**config.mk**
```make
export PLATFORM = sky130hd
export DESIGN_NAME = button_event_decoder
export DESIGN_NICKNAME = d
export VERILOG_FILES = /design/src/rtl/button_event_decoder.sv
export SDC_FILE = /design/constraint.sdc
export NUM_CORES = 1
export LEC_CHECK = 0
export ABC_AREA = 1
export CELL_PAD_IN_SITES_DETAIL_PLACEMENT = 1
export CELL_PAD_IN_SITES_GLOBAL_PLACEMENT = 1
export CORE_UTILIZATION = 40
export DETAILED_ROUTE_END_ITERATION = 10
export PLACE_DENSITY = 0.77
export SLEW_MARGIN = 20
export SYNTH_ARGS = -nofsm -noshare
export SYNTH_HDL_FRONTEND = slang
export SYNTH_SLANG_ARGS = --single-unit
```
**constraint.sdc**
```tcl
create_clock -name clk_1khz_i -period 1.7 [get_ports clk_1khz_i]
set_clock_uncertainty 0.2 [all_clocks]
set_input_delay 0.51 -clock clk_1khz_i [delete_from_list [all_inputs] [get_ports clk_1khz_i]]
set_output_delay 0.51 -clock clk_1khz_i [all_outputs]
set_load 0.02 [all_outputs]
```
**src/rtl/button_event_decoder.sv**
```systemverilog
// Multi-channel pushbutton gesture decoder: synchronises and debounces each raw button, then
// classifies presses as short, long, double or auto-repeat, emitting one-cycle event pulses.
module button_event_decoder #(
   parameter int unsigned N_BTN          = 1,
   parameter int unsigned DEBOUNCE_CYC   = 20,
   parameter int unsigned LONG_CYC       = 1500,
   parameter int unsigned DOUBLE_WIN_CYC = 300,
   parameter int unsigned REPEAT_CYC     = 250
) (
   input  logic             clk_1khz_i,
   input  logic             rst_i,
   input  logic [N_BTN-1:0] pushbutton_i,
   output logic [N_BTN-1:0] held_o,
   output logic [N_BTN-1:0] short_press_o,
   output logic [N_BTN-1:0] long_press_o,
   output logic [N_BTN-1:0] double_press_o,
   output logic [N_BTN-1:0] repeat_o
);

   localparam int unsigned DEB_W  = $clog2(DEBOUNCE_CYC + 1);
   localparam int unsigned ARM_W  = $clog2(DEBOUNCE_CYC + 3);
   localparam int unsigned HOLD_W = $clog2(LONG_CYC + 1);
   localparam int unsigned GAP_W  = (DOUBLE_WIN_CYC == 0) ? 1 : $clog2(DOUBLE_WIN_CYC + 1);
   localparam int unsigned REP_W  = (REPEAT_CYC == 0) ? 1 : $clog2(REPEAT_CYC + 1);

   localparam logic [DEB_W-1:0]  DEB_LAST  = DEB_W'(DEBOUNCE_CYC - 1);
   localparam logic [ARM_W-1:0]  ARM_LAST  = ARM_W'(DEBOUNCE_CYC + 2);
   localparam logic [HOLD_W-1:0] HOLD_LAST = HOLD_W'(LONG_CYC - 1);
   localparam logic [GAP_W-1:0]  GAP_LAST  = GAP_W'((DOUBLE_WIN_CYC == 0) ? 0 : DOUBLE_WIN_CYC - 1);
   localparam logic [REP_W-1:0]  REP_LAST  = REP_W'((REPEAT_CYC == 0) ? 0 : REPEAT_CYC - 1);

   typedef enum logic [2:0] {
      StIdle,
      StPressed,
      StLongHeld,
      StWaitSecond,
      StSecondPressed
   } state_e;

   for (genvar i = 0; i < N_BTN; i++) begin : g_chan
      logic              sync1;
      logic              sync2;
      logic              held;
      logic              armed;
      logic [DEB_W-1:0]  deb_cnt;
      logic [ARM_W-1:0]  arm_cnt;
      logic [HOLD_W-1:0] hold_cnt;
      logic [GAP_W-1:0]  gap_cnt;
      logic [REP_W-1:0]  rep_cnt;
      logic              short_p;
      logic              long_p;
      logic              double_p;
      logic              repeat_p;
      state_e            state;
      logic              toggle;
      logic              rise;
      logic              fall;

      // rise/fall describe the edge that held takes on this clock, so events land on cycle 0
      assign toggle = (sync2 != held) && (deb_cnt == DEB_LAST);
      assign rise   = toggle && !held;
      assign fall   = toggle && held;

      always_ff @(posedge clk_1khz_i) begin
         if (rst_i) begin
            sync1    <= 1'b0;
            sync2    <= 1'b0;
            held     <= 1'b0;
            armed    <= 1'b0;
            deb_cnt  <= '0;
            arm_cnt  <= '0;
            hold_cnt <= '0;
            gap_cnt  <= '0;
            rep_cnt  <= '0;
            short_p  <= 1'b0;
            long_p   <= 1'b0;
            double_p <= 1'b0;
            repeat_p <= 1'b0;
            state    <= StIdle;
         end else begin
            sync1 <= pushbutton_i[i];
            sync2 <= sync1;

            if (sync2 == held) begin
               deb_cnt <= '0;
            end else if (toggle) begin
               held    <= ~held;
               deb_cnt <= '0;
            end else begin
               deb_cnt <= deb_cnt + DEB_W'(1);
            end

            // Arm only after the input has been seen low long enough to outlast the reset
            // zeros still sitting in the synchroniser.
            if (sync2) begin
               arm_cnt <= '0;
            end else if (arm_cnt != ARM_LAST) begin
               arm_cnt <= arm_cnt + ARM_W'(1);
            end
            if (arm_cnt == ARM_LAST) begin
               armed <= 1'b1;
            end

            short_p  <= 1'b0;
            long_p   <= 1'b0;
            double_p <= 1'b0;
            repeat_p <= 1'b0;

            unique case (state)
               StIdle: begin
                  if (rise && armed) begin
                     state    <= StPressed;
                     hold_cnt <= '0;
                  end
               end
               StPressed: begin
                  if (fall) begin
                     if (DOUBLE_WIN_CYC != 0) begin
                        state   <= StWaitSecond;
                        gap_cnt <= '0;
                     end else begin
                        short_p <= 1'b1;
                        state   <= StIdle;
                     end
                  end else if (hold_cnt == HOLD_LAST) begin
                     long_p  <= 1'b1;
                     state   <= StLongHeld;
                     rep_cnt <= '0;
                  end else begin
                     hold_cnt <= hold_cnt + HOLD_W'(1);
                  end
               end
               StWaitSecond: begin
                  // A rise landing exactly at the window edge is too late for a double; the
                  // first press resolves as short and the rise starts a fresh press.
                  if (gap_cnt == GAP_LAST) begin
                     short_p <= 1'b1;
                     if (rise) begin
                        state    <= StPressed;
                        hold_cnt <= '0;
                     end else begin
                        state <= StIdle;
                     end
                  end else if (rise) begin
                     state <= StSecondPressed;
                  end else begin
                     gap_cnt <= gap_cnt + GAP_W'(1);
                  end
               end
               StSecondPressed: begin
                  if (fall) begin
                     double_p <= 1'b1;
                     state    <= StIdle;
                  end
               end
               StLongHeld: begin
                  if (fall) begin
                     state <= StIdle;
                  end else if (REPEAT_CYC != 0) begin
                     if (rep_cnt == REP_LAST) begin
                        repeat_p <= 1'b1;
                        rep_cnt  <= '0;
                     end else begin
                        rep_cnt <= rep_cnt + REP_W'(1);
                     end
                  end
               end
               default: state <= StIdle;
            endcase
         end
      end

      assign held_o[i]         = held;
      assign short_press_o[i]  = short_p;
      assign long_press_o[i]   = long_p;
      assign double_press_o[i] = double_p;
      assign repeat_o[i]       = repeat_p;
   end

endmodule

```
==> results.md <==
- Bufs and invs on worst path: 1
- Root Buffer: clkbuf_8
- Routed wire per std cell: 15.1 um
- WP data arrival: 1.83 ns
- Synth top area cells: dfxtp_1 36%, nand2_1 14%, nor2_1 7.8%
- Critical Path Fanout Max: 6
- Clock Power Share: 36.9%
- Iter 0 DRT Violations: 74
- Synth Register Bits: 49
- Number of max-cap violations: 0
- Finished Layout Cells: 524
- P_sw: 0.475 mW
- Hold Crit Start: g_chan[0].sync1$_SDFF_PP0_
- Post-DP Area: 3050 um^2
- Die Wd: 84.1 um
- Full die area: 7080 um^2
- Top-area cell type share of the netlist area: 36.3%
- Ant diodes: 0
- Flop pwr share: 59.8%
- H-tree levels: 2
- Post-detail-place hpwl: 5020 um
- Port Buffer Count: 7
- RSZ-0062 raised after global routing: true
- Rows: 29
- Max incr delay on CP: 0.42 ns
- DP Cell Count: 502
- Share of flip-flops with an asynchronous set or reset: 0%
- Cell mode on critical path: nand2_4
- Die Ht: 84.1 um
- Failing checks: design-rule violations, negative setup slack
- Core Area: 6420 um^2
- Gp weighted congestion: 0.759
- Relative slew slack: 79.4%
- PnR Total Power: 1.94 mW
- Fin crit share: 105%
- Final Max Tran Viols: 0
- Ratio of cells with drive above 1 in the final layout: 32.7%
- Pint: 1.47 mW
- DRC: 4
- Setup slack at placement: -0.220 ns
- CTS clock-pin slew for the worst setup and hold paths: 0.10 ns
- Final-report hold violation count: 0
- Endpoints failing setup: 22
- Worst path required time: 1.75 ns
- Hold Path Class: reg -> reg
- CP delay by family, top: simple AND/OR/NAND/NOR gates
- Clk Latency, worst-skew pair: 0.31 ns
- Overflow after GRT: 0
- First drt pass iteration count: 7
- Area Growth Syn to Fin: 32.6%
- Synth Cell Area: 2700 um^2
- Initial antenna violation count: 0
- Status: finished with violations
- Largest net degree at the start of global routing: 21
- Final Util: 55.7%
- Tmin final: 1.78 ns
- Switching Fraction: 24.4%
- Setup_tns: -1.02 ns
- ANT nets after route: 0
- Vias per inst: 5.13
- Total Routing Usage GR: 20.6%
- Seq/Total Area, Yosys: 36.3%
- Initial Util: 42.0%
- Slowest CP cell: dfxtp_1
- Syn Area/Cell: 6.83 um^2
- Critical Path Source Type: register
- Fillers: 808
- Setup slack after layout: -0.0776 ns
- Max VDD drop: 0.273 mV
- Post-synth EDFFs: 0
- Power per cell area: 543 nW/um^2
- Fmax: 563 MHz
- First-pass GRT wire length: 11900 um
- CP endpoint kind: register
- Number of global-route vias before repair: 2667
- WHS: 0.229 ns
- Crit path launch: g_chan[0].state[0]$_SDFFE_PP0P_
- Vias after detailed routing: 2687
- Comb power frac: 3.3%
- Leakage: 1.42 nW
- Netlist cell types: 33
- Final net count: 456
- Cells after Synth: 395
- Synth area leader: dfxtp_1
- I/O pins: 8
- Commonest non-fill, non-tap cell in the layout: nand2_1
- Commonest cells after routing, fill and taps aside: 82 x nand2_1, 46 x nor2_1, 40 x inv_1, 39 x dfxtp_1, 34 x buf_4
- Post-route cell area: 3580 um^2
- Syn_nets: 405
- Clock buffer depth: 2
- CTS Sinks: 49
- R2R Path Start: g_chan[0].state[0]$_SDFFE_PP0P_
- CTS tree: yes
- Most used DFF post-synth: dfxtp_1
- Cell Chain, Critical Path: nand2_4 -> nor2_4 -> nand4_4 -> nand2_2 -> clkinv_4 -> nand2_4 -> nand2_1 -> a21oi_1
- Worst slew pin tran: 0.307 ns
- Synthesis Warnings: 0
- WL final: 7890 um
- Number of CTS-inserted buffers: 5
- WS Path Type: reg -> reg
-- power groups by stage --
| stage | combinational, mW | clock [mW] | sequential (mW) |
|---|---|---|---|
| floorplan | 0.0365 | 0 | 1.19 |
| global placement | 0.0556 | 0 | 1.19 |
| detailed placement | 0.0576 | 0 | 1.19 |
| CTS | 0.0587 | 0.747 | 1.16 |
| global route | 0.0711 | 0.781 | 1.16 |
| finish | 0.0644 | 0.718 | 1.16 |
-- Yosys cell counts (3+ instances only) --
| master | count |
|---|---|
| nor2_4 | 4 |
| nand3_1 | 33 |
| xor2_1 | 7 |
| a21oi_1 | 26 |
| or2_2 | 5 |
| inv_2 | 7 |
| nand3_2 | 4 |
| nand2_4 | 5 |
| nand2_2 | 5 |
| nand4_1 | 5 |
| o21bai_1 | 3 |
| nor2_1 | 56 |
| o21ai_0 | 9 |
| nor3_1 | 4 |
| nand2_1 | 99 |
| inv_1 | 45 |
| clkbuf_1 | 3 |
| dfxtp_1 | 49 |
| ha_1 | 7 |
| nor2_2 | 3 |
-- worst paths after layout --
| check | slack (ns) | to | cells past startpoint |
|---|---|---|---|
| setup / recovery | -0.08 | g_chan[0].hold_cnt[10]$_SDFFE_PP0P_ | 8 |
| hold / removal | 0.23 | g_chan[0].sync2$_SDFF_PP0_ | 2 |
| setup reg to reg | -0.08 | g_chan[0].hold_cnt[10]$_SDFFE_PP0P_ | 8 |
| hold reg to reg | 0.23 | g_chan[0].sync2$_SDFF_PP0_ | 2 |
-- metal layers --
metal / track usage (%) / vias to the layer above / part of all wire, %
met3: 3.24 / 12 / 2.2
li1: - / 1350 / -
met2: 35.3 / 32 / 50
met4: 6.58 / 0 / 1.5
met5: 0 / - / 0
met1: 26.7 / 1293 / 46
-- worst min-delay path, stage by stage, from the launching register on --
cell     delay (ns)
dfxtp_1        0.31
inv_1          0.05
nor2_1         0.04
-- repair_timing --
action | 4_1_cts | 5_1_grt
setup buffers | 2 | 11
setup endpoints to repair | 32 | 35
resized for setup | 27 | 75
hold buffers | 0 | 0
endpoints found under the hold margin | 0 | 0
gates cloned | 2 | 0
pin swaps | 11 | 16
-- final cells by class --
| class | instances | area, um^2 | share of cell area (%) |
|---|---|---|---|
| well taps | 77 | 96.3 | 2.69 |
| repair buffers | 45 | 378 | 10.6 |
| clock buffers | 6 | 72.6 | 2.03 |
| multi-input cells | 292 | 1800 | 50.4 |
| flip-flops and latches | 49 | 996 | 27.8 |
| inverters | 53 | 218 | 6.08 |
| clock inverters | 2 | 15.0 | 0.420 |
-- flip-flops by register name (all words and copies together) (netlist names) --
| register | flops |
|---|---|
| g_chan.gap_cnt | 9 |
| g_chan.armed | 1 |
| g_chan.arm_cnt | 5 |
| g_chan.sync2 | 1 |
| repeat_o | 1 |
| g_chan.sync1 | 1 |
| held_o | 1 |
| short_press_o | 1 |
| g_chan.deb_cnt | 5 |
| g_chan.hold_cnt | 11 |
| long_press_o | 1 |
| g_chan.state | 3 |
| double_press_o | 1 |
| g_chan.rep_cnt | 8 |
-- logic make-up (layout without fill, tap and decap cells) --
| logic type | Yosys count | count (layout) | share of synthesized area (%) |
|---|---|---|---|
| buf+inv | 56 | 106 | 7.97 |
| simple gates | 229 | 231 | 40.1 |
| flops | 49 | 49 | 36.3 |
| compound gates | 46 | 46 | 9.78 |
| xor+xnor | 8 | 8 | 2.60 |
| fa+ha+maj | 7 | 7 | 3.25 |
Power figures use the tool's default switching activity.
